## src/rtl/counter_pkg.sv

```systemverilog
// Shared constants for up/down modulo counter stages and the clock-chain stage defaults.
package counter_pkg;

    localparam int unsigned MODE_WRAP = 0;
    localparam int unsigned MODE_SAT  = 1;

    localparam logic DIR_DOWN = 1'b0;
    localparam logic DIR_UP   = 1'b1;

    localparam int unsigned SEC_WIDTH = 6;
    localparam int unsigned SEC_MOD   = 59;
    localparam int unsigned MIN_WIDTH = 6;
    localparam int unsigned MIN_MOD   = 59;
    localparam int unsigned HR_WIDTH  = 5;
    localparam int unsigned HR_MOD    = 23;

endpackage

```

## src/rtl/updown_mod_counter.sv

```systemverilog
// Up/down modulo counter with runtime terminal value, parallel load, wrap/saturate
// mode and a registered boundary tick for cascading stages.
module updown_mod_counter
    import counter_pkg::*;
#(
    parameter int unsigned WIDTH   = 6,
    parameter int unsigned RST_VAL = 0,
    parameter int unsigned MODE    = MODE_WRAP
) (
    input  logic             i_clk,
    input  logic             i_rst_n,
    input  logic             i_srst,
    input  logic             i_load,
    input  logic [WIDTH-1:0] i_load_val,
    input  logic             i_cnt_en,
    input  logic             i_dir,
    input  logic [WIDTH-1:0] i_mod,
    output logic [WIDTH-1:0] o_data,
    output logic             o_tick,
    output logic             o_at_max,
    output logic             o_at_zero
);

    logic [WIDTH-1:0] cnt_q, cnt_d;
    logic             tick_q, tick_d;
    logic             bnd;

    always_comb begin
        cnt_d  = cnt_q;
        tick_d = 1'b0;
        // '>=' so a count stranded above a lowered i_mod wraps on its next up step
        bnd    = i_cnt_en & (i_dir ? (cnt_q >= i_mod) : (cnt_q == '0));

        if (i_srst) begin
            cnt_d = '0;
        end else if (i_load) begin
            cnt_d = (i_load_val > i_mod) ? i_mod : i_load_val;
        end else if (i_cnt_en) begin
            tick_d = bnd;
            if (bnd) begin
                if (MODE == MODE_WRAP) begin
                    cnt_d = i_dir ? '0 : i_mod;
                end
            end else if (i_dir) begin
                cnt_d = cnt_q + WIDTH'(1);
            end else begin
                cnt_d = cnt_q - WIDTH'(1);
            end
        end
    end

    always_ff @(posedge i_clk) begin
        if (!i_rst_n) begin
            cnt_q  <= WIDTH'(RST_VAL);
            tick_q <= 1'b0;
        end else begin
            cnt_q  <= cnt_d;
            tick_q <= tick_d;
        end
    end

    assign o_data    = cnt_q;
    assign o_tick    = tick_q;
    assign o_at_max  = (cnt_q == i_mod);
    assign o_at_zero = (cnt_q == '0);

endmodule

```

## config.mk

```make
export PLATFORM = sky130hd
export DESIGN_NAME = updown_mod_counter
export DESIGN_NICKNAME = d
export VERILOG_FILES = /design/src/rtl/counter_pkg.sv /design/src/rtl/updown_mod_counter.sv
export SDC_FILE = /design/constraint.sdc
export NUM_CORES = 1
export LEC_CHECK = 0
export CAP_MARGIN = 10
export CORE_UTILIZATION = 45
export CTS_CLUSTER_DIAMETER = 200
export DETAILED_ROUTE_END_ITERATION = 16
export GPL_ROUTABILITY_DRIVEN = 0
export PLACE_DENSITY = 0.76
export SLEW_MARGIN = 20
export SYNTH_ARGS = -nofsm -noshare
export SYNTH_HDL_FRONTEND = slang
export SYNTH_SLANG_ARGS = --single-unit
```

## constraint.sdc

```tcl
create_clock -name i_clk -period 3.18 [get_ports i_clk]
set_clock_uncertainty 0.15 [all_clocks]
set_input_delay 0.636 -clock i_clk [delete_from_list [all_inputs] [get_ports i_clk]]
set_output_delay 0.636 -clock i_clk [all_outputs]
set_load 0.02 [all_outputs]
```

==> results.yml, run 1 <==
placed_design:
  dp_hpwl_um: 2070
  dpl.cell_count: 164
  port_buffers: 26
  place_area_um2: 1240
clocking:
  clkTransAtPathRegs_ns: 0.05
  cts-hold-fix-buffers: 0
  cts.path.max_buffers: 2
  cts_tree: "done"
  root_buffer: "clkbuf_4"
  cts.sinks: 7
  htreeDepth: 1
  numCtsBuffers: 3
  clk_latency_ns: 0.25
  postCtsSetupBuffers: 0
grt:
  gr-total-overflow: 0
  grt_usage_pct: 26.1
  grt_max_degree: 9
  grt_pass1_wl_um: 4080
  grt_pass1_vias: 980
  antenna_found_initial: 0
timing:
  tightest_slew_ns: 0.550
  fin_crit_sh_pct: 91.9
  fmax_ghz: 0.342
  final_hold_viol_count: 0
  slew_viol_final: 0
  max_slew_margin_pct: 63.1
  grt_setup_unrepaired: "false"
  layout_min_cycle_time_ns: 2.92
  setup_violations: 0
layout:
  final_area_um2: 1270
  antennaDiodeCount: 0
  mostFrequentLayoutCell: "clkdlybuf4s50_1"
  fin_cells: 168
  fillers: 194
  final_nets: 177
  mostFrequentLayoutCells: "clkdlybuf4s50_1, ha_1, inv_1"
  drive_gt1_share_pct: 9.22
  syn_to_final_growth_pct: 36.8
yosys:
  synth_area_um2: 926
  ys.flop_type: "dfxtp_1"
  syn_inst: 109
  yosysUniqueCellTypes: 34
  syn_nets: 144
  ys_ff_latch: 7
  synth_edf_count: 0
  ys_seq_area_share_pct: 15.1
  postSynthAreaPerCell_um2: 8.49
  async_flop_share_pct: 0
  ys_warn_count: 0
outcome:
  status: "finished, final reports clean"
worst_hold_path:
  hold_depth: 1
  hp-class: "reg2reg"
route:
  ant_nets: 0
  vias: 944
  drtIter0Drc: 20
  wirelength_um: 2390
  viasPerCell: 5.62
  first_pass_iters: 4
  drcViolationCount: 0
  wl_per_cell_um: 14.3
die:
  floorplan.die.height_um: 47.4
  die_x_um: 47.4
  io_pins: 27
  rows: 16
  core-area_um2: 1940
  fp.dieArea_um2: 2240
  start_util_pct: 47.7
worst_setup_path:
  start_kind: "input pin"
  critical_path_arrival_ns: 2.14
  crit_fanout: 3
  end_kind: "primary output"
  cpPeakStageDelay_ns: 0.48
  worstPathCellList: "clkdlybuf4s50_1, inv_1, ha_1, nand4_1, nor2_1, dlygate4sd2_1"
  cp_data_required_time_ns: 2.39
  r2r_slack_ns: 0.80
  r2r_cells: 8
  cp_slowest_cell: "clkdlybuf4s50_1"
  worstSetupPathType: "in2out"
pwr:
  cellLeakagePower_nw: 0.589
  peakVddDrop_mv: 0.434
  power_density_nw_per_um2: 294
job:
  cap_violations: 0
-- sequential cells by signal, indices dropped and copies added, names as in the netlist --
register,count
o_tick,1
o_data,6
-- cell families after synthesis --
logic type / share of synthesized area, %
DFF: 15.1
adders and majority gates: 23.8
and+or+nand+nor: 16.9
buffers and inverters: 5.40
xor gates and xnor gates: 4.73
muxes: 7.70
AOI/OAI and AO/OA: 26.4
-- path summary, 6_finish.rpt --
path / startpoint / end
max: i_mod[3] / o_at_max
min: o_data[3] / o_data[3]
max reg2reg: o_data[0] / o_data[0]
min reg2reg: o_data[3] / o_data[3]
-- layout make-up --
cell class,instances,area (µm²),share of cell area [%]
clock buffers,4,26.3,2.08
inverters,11,41.3,3.26
multi-input cells,89,736,58.1
flip-flops and latches,7,140,11.1
well taps,27,33.8,2.67
repair buffers,30,289,22.8
-- Yosys cell counts (3+ instances only) --
cell / instances / area (µm²)
nor2_1: 6 / 22.5
a211oi_1: 3 / 22.5
nand2b_1: 3 / 18.8
mux2i_1: 6 / 60.1
o21ai_0: 3 / 15.0
a21o_1: 5 / 37.5
nand2_1: 4 / 15.0
a221o_1: 4 / 40.0
inv_1: 11 / 41.3
ha_1: 16 / 200
xnor2_1: 4 / 35.0
nor3_1: 8 / 40.0
a21oi_1: 8 / 40.0
dfxtp_1: 7 / 140
-- through the flow --
step	hold slack (ns)	util [%]	setup WS [ns]	total power, mW	TNS, ns
3_5_place_dp	0.459	63.9	-0.0327	0.292	-0.0327
3_3_place_gp	0.436	63.9	0.0679	0.285	0
6_report	0.474	65.2	0.257	0.372	0
2_1_floorplan	0.529	-	0.576	0.220	0
5_1_grt	0.486	65.2	0.143	0.401	0
4_1_cts	0.471	65.2	0.249	0.374	0
-- layer usage --
layer / GRT usage (%) / up-vias / routed length, µm
li1: - / 477 / -
met1: 28.8 / 439 / 1030
met2: 47.4 / 24 / 1240
met3: 8.85 / 4 / 99
met4: 6.29 / 0 / 21
met5: 0 / - / 0
-- power by group --
group          internal, mW  switching (mW)
clock network        0.0479          0.0332
registers            0.0931         0.00996
logic                0.0990          0.0886
-- worst max-delay path: cells and delay by family --
kind | cells | cell delay, ns
fa+ha+maj | 1 | 0.31
simple gates | 2 | 0.29
buf+inv | 3 | 0.91
-- repair_timing --
item                                    CTS  global route
hold endpoints to repair                  0             0
resized for setup                         1             0
endpoints found under the setup margin    1             0
(Power assumes the default switching activity.)
==> run 2, diff against run 1 <==
==> constraint.sdc (replaced) <==
create_clock -name i_clk -period 3.18 [get_ports i_clk]
set_clock_uncertainty 0.15 [all_clocks]
set_input_delay 0.318 -clock i_clk [delete_from_list [all_inputs] [get_ports i_clk]]
set_output_delay 0.318 -clock i_clk [all_outputs]
set_load 0.02 [all_outputs]
==> run 2 against run 1 <==
Utilization fell by 0.71 points; sequential power about the same; combinational power fell by 3%; cell area fell by 1.1%; clock power up 6.0%; largest power group unchanged; critical path type unchanged; first-iteration DRC count up 35%; sequential share of layout area is 0.12 points higher; routed wire length shrank 3.6%; via count down 1.1%; register-to-register slack better by 0.05 ns.
==> results.yml, run 2 (same netlist as run 1, synthesis figures left out) <==
clocking:
  cts_resized: 0
  clkTransAtPathRegs_ns: 0.06
  cts-hold-fix-buffers: 0
  postCtsSetupBuffers: 0
  clk_latency_ns: 0.26
  htreeDepth: 1
  root_buffer: "clkbuf_4"
  numCtsBuffers: 3
  cts_tree: "done"
  cts.sinks: 7
  cts.path.max_buffers: 2
timing:
  slew_viol_final: 0
  layout_min_cycle_time_ns: 2.53
  setup_tns_ns: 0
  fin_crit_sh_pct: 79.6
  final_hold_viol_count: 0
  max_slew_margin_pct: 63.5
  grt_setup_unrepaired: "false"
  fmax_ghz: 0.395
  holdWs_ns: 0.464
  setup_violations: 0
  tightest_slew_ns: 0.543
layout:
  mostFrequentLayoutCell: "clkdlybuf4s50_1"
  mostFrequentLayoutCells: "clkdlybuf4s50_1, ha_1, inv_1"
  final_nets: 175
  fin_cells: 166
  syn_to_final_growth_pct: 35.3
  drive_gt1_share_pct: 7.91
  finalCoreUtilization_pct: 64.5
  largest_reg_flops: 6
  antennaDiodeCount: 0
worst_setup_path:
  timing.rr.end: "o_data[0]"
  critPathMostFrequentCell: "clkdlybuf4s50_1"
  crit_fanout: 3
  start_kind: "input pin"
  worstSetupPathType: "in2out"
  r2r_cells: 8
  cp_data_required_time_ns: 2.71
  worstPathCellList: "clkdlybuf4s50_1, inv_1, ha_1, nand4_1, nor2_1, clkdlybuf4s50_1"
  cpPeakStageDelay_ns: 0.60
  r2r-start: "o_data[0]"
  cp_slowest_cell: "clkdlybuf4s50_1"
  end_kind: "primary output"
  critical_path_arrival_ns: 2.06
  r2r_slack_ns: 0.85
die:
  fp.dieArea_um2: 2240
  die_x_um: 47.4
  rows: 16
  core-area_um2: 1940
  floorplan.die.height_um: 47.4
  start_util_pct: 47.7
  io_pins: 27
route:
  drtIter0Drc: 27
  first_pass_iters: 4
  wl_per_cell_um: 13.9
  drcViolationCount: 0
  vias: 934
  viasPerCell: 5.63
  ant_nets: 0
  wirelength_um: 2310
pwr:
  p_clk_share_pct: 23.2
  p_sw_mw: 0.134
  pwr-share-seq_pct: 27.7
  cellLeakagePower_nw: 0.575
  peakVddDrop_mv: 0.222
  p_comb_share_pct: 49.1
  p_sw_share_pct: 36.1
  power_density_nw_per_um2: 296
  p_int_mw: 0.237
placed_design:
  port_buffers: 26
  dpl.cell_count: 162
  dp_hpwl_um: 1880
worst_hold_path:
  min_from: "o_data[3]"
  hold_depth: 1
  hp-class: "reg2reg"
  hold_end: "o_data[3]"
grt:
  gr-total-overflow: 0
  grt_usage_pct: 24.7
  grt_pass1_wl_um: 3830
  antenna_found_initial: 0
  grt_pass1_vias: 877
  grt_max_degree: 9
outcome:
  status: "finished, final reports clean"
job:
  cap_violations: 0
==> run 2: changes by cell type in the layout (fill, tap and decap cells not counted) <==
cell / delta
buf_4: -2
dlygate4sd2_1: -1
clkdlybuf4s50_1: +1
==> run 2: how the worst max path moves through the flow <==
stage	startpoint	cells after the start	end
after global routing	i_mod[5]	6	o_at_max
after floorplan	o_data[5]	6	o_data[3]
after CTS	i_mod[4]	6	o_at_max
after detailed placement	i_mod[3]	10	o_data[5]
final	i_mod[3]	6	o_at_max
after global placement	i_mod[3]	10	o_data[5]
==> run 2: power groups by stage <==
stage	Clock (mW)	Combinational [mW]	Sequential, mW
floorplan	0	0.112	0.109
global placement	0	0.177	0.105
detailed placement	0	0.180	0.105
CTS	0.0865	0.182	0.103
global route	0.0928	0.202	0.104
finish	0.0860	0.182	0.103
==> run 2: per-layer routing <==
metal / vias up / share of wire (%) / global-route usage (%)
met1: 436 / 47 / 31.8
met5: - / 0 / 0
met3: 2 / 4.2 / 5.77
li1: 469 / - / -
met4: 0 / 0.43 / 4.57
met2: 27 / 49 / 41.9
==> run 2: area by class of cell <==
class	count	area (µm²)
Timing Repair Buffer	28	275
Multi-Input combinational cell	89	736
Sequential cell	7	140
Tap cell	27	33.8
Clock buffer	4	26.3
Fill cell	175	689
Inverter	11	41.3
==> run 2: worst max-delay path: cells and delay by family <==
family	cells	cell delay [ns]
buffers and inverters	3	1.15
adder cells (fa/ha/maj)	1	0.30
AND/OR/NAND/NOR	2	0.28
==> run 2: stage by stage <==
stage	setup slack [ns]	total power, mW	instance area, µm²
2_1_floorplan	0.870	0.220	926
3_5_place_dp	0.441	0.285	1230
6_report	0.649	0.371	1250
4_1_cts	0.655	0.371	1250
3_3_place_gp	0.511	0.281	1230
5_1_grt	0.553	0.399	1250
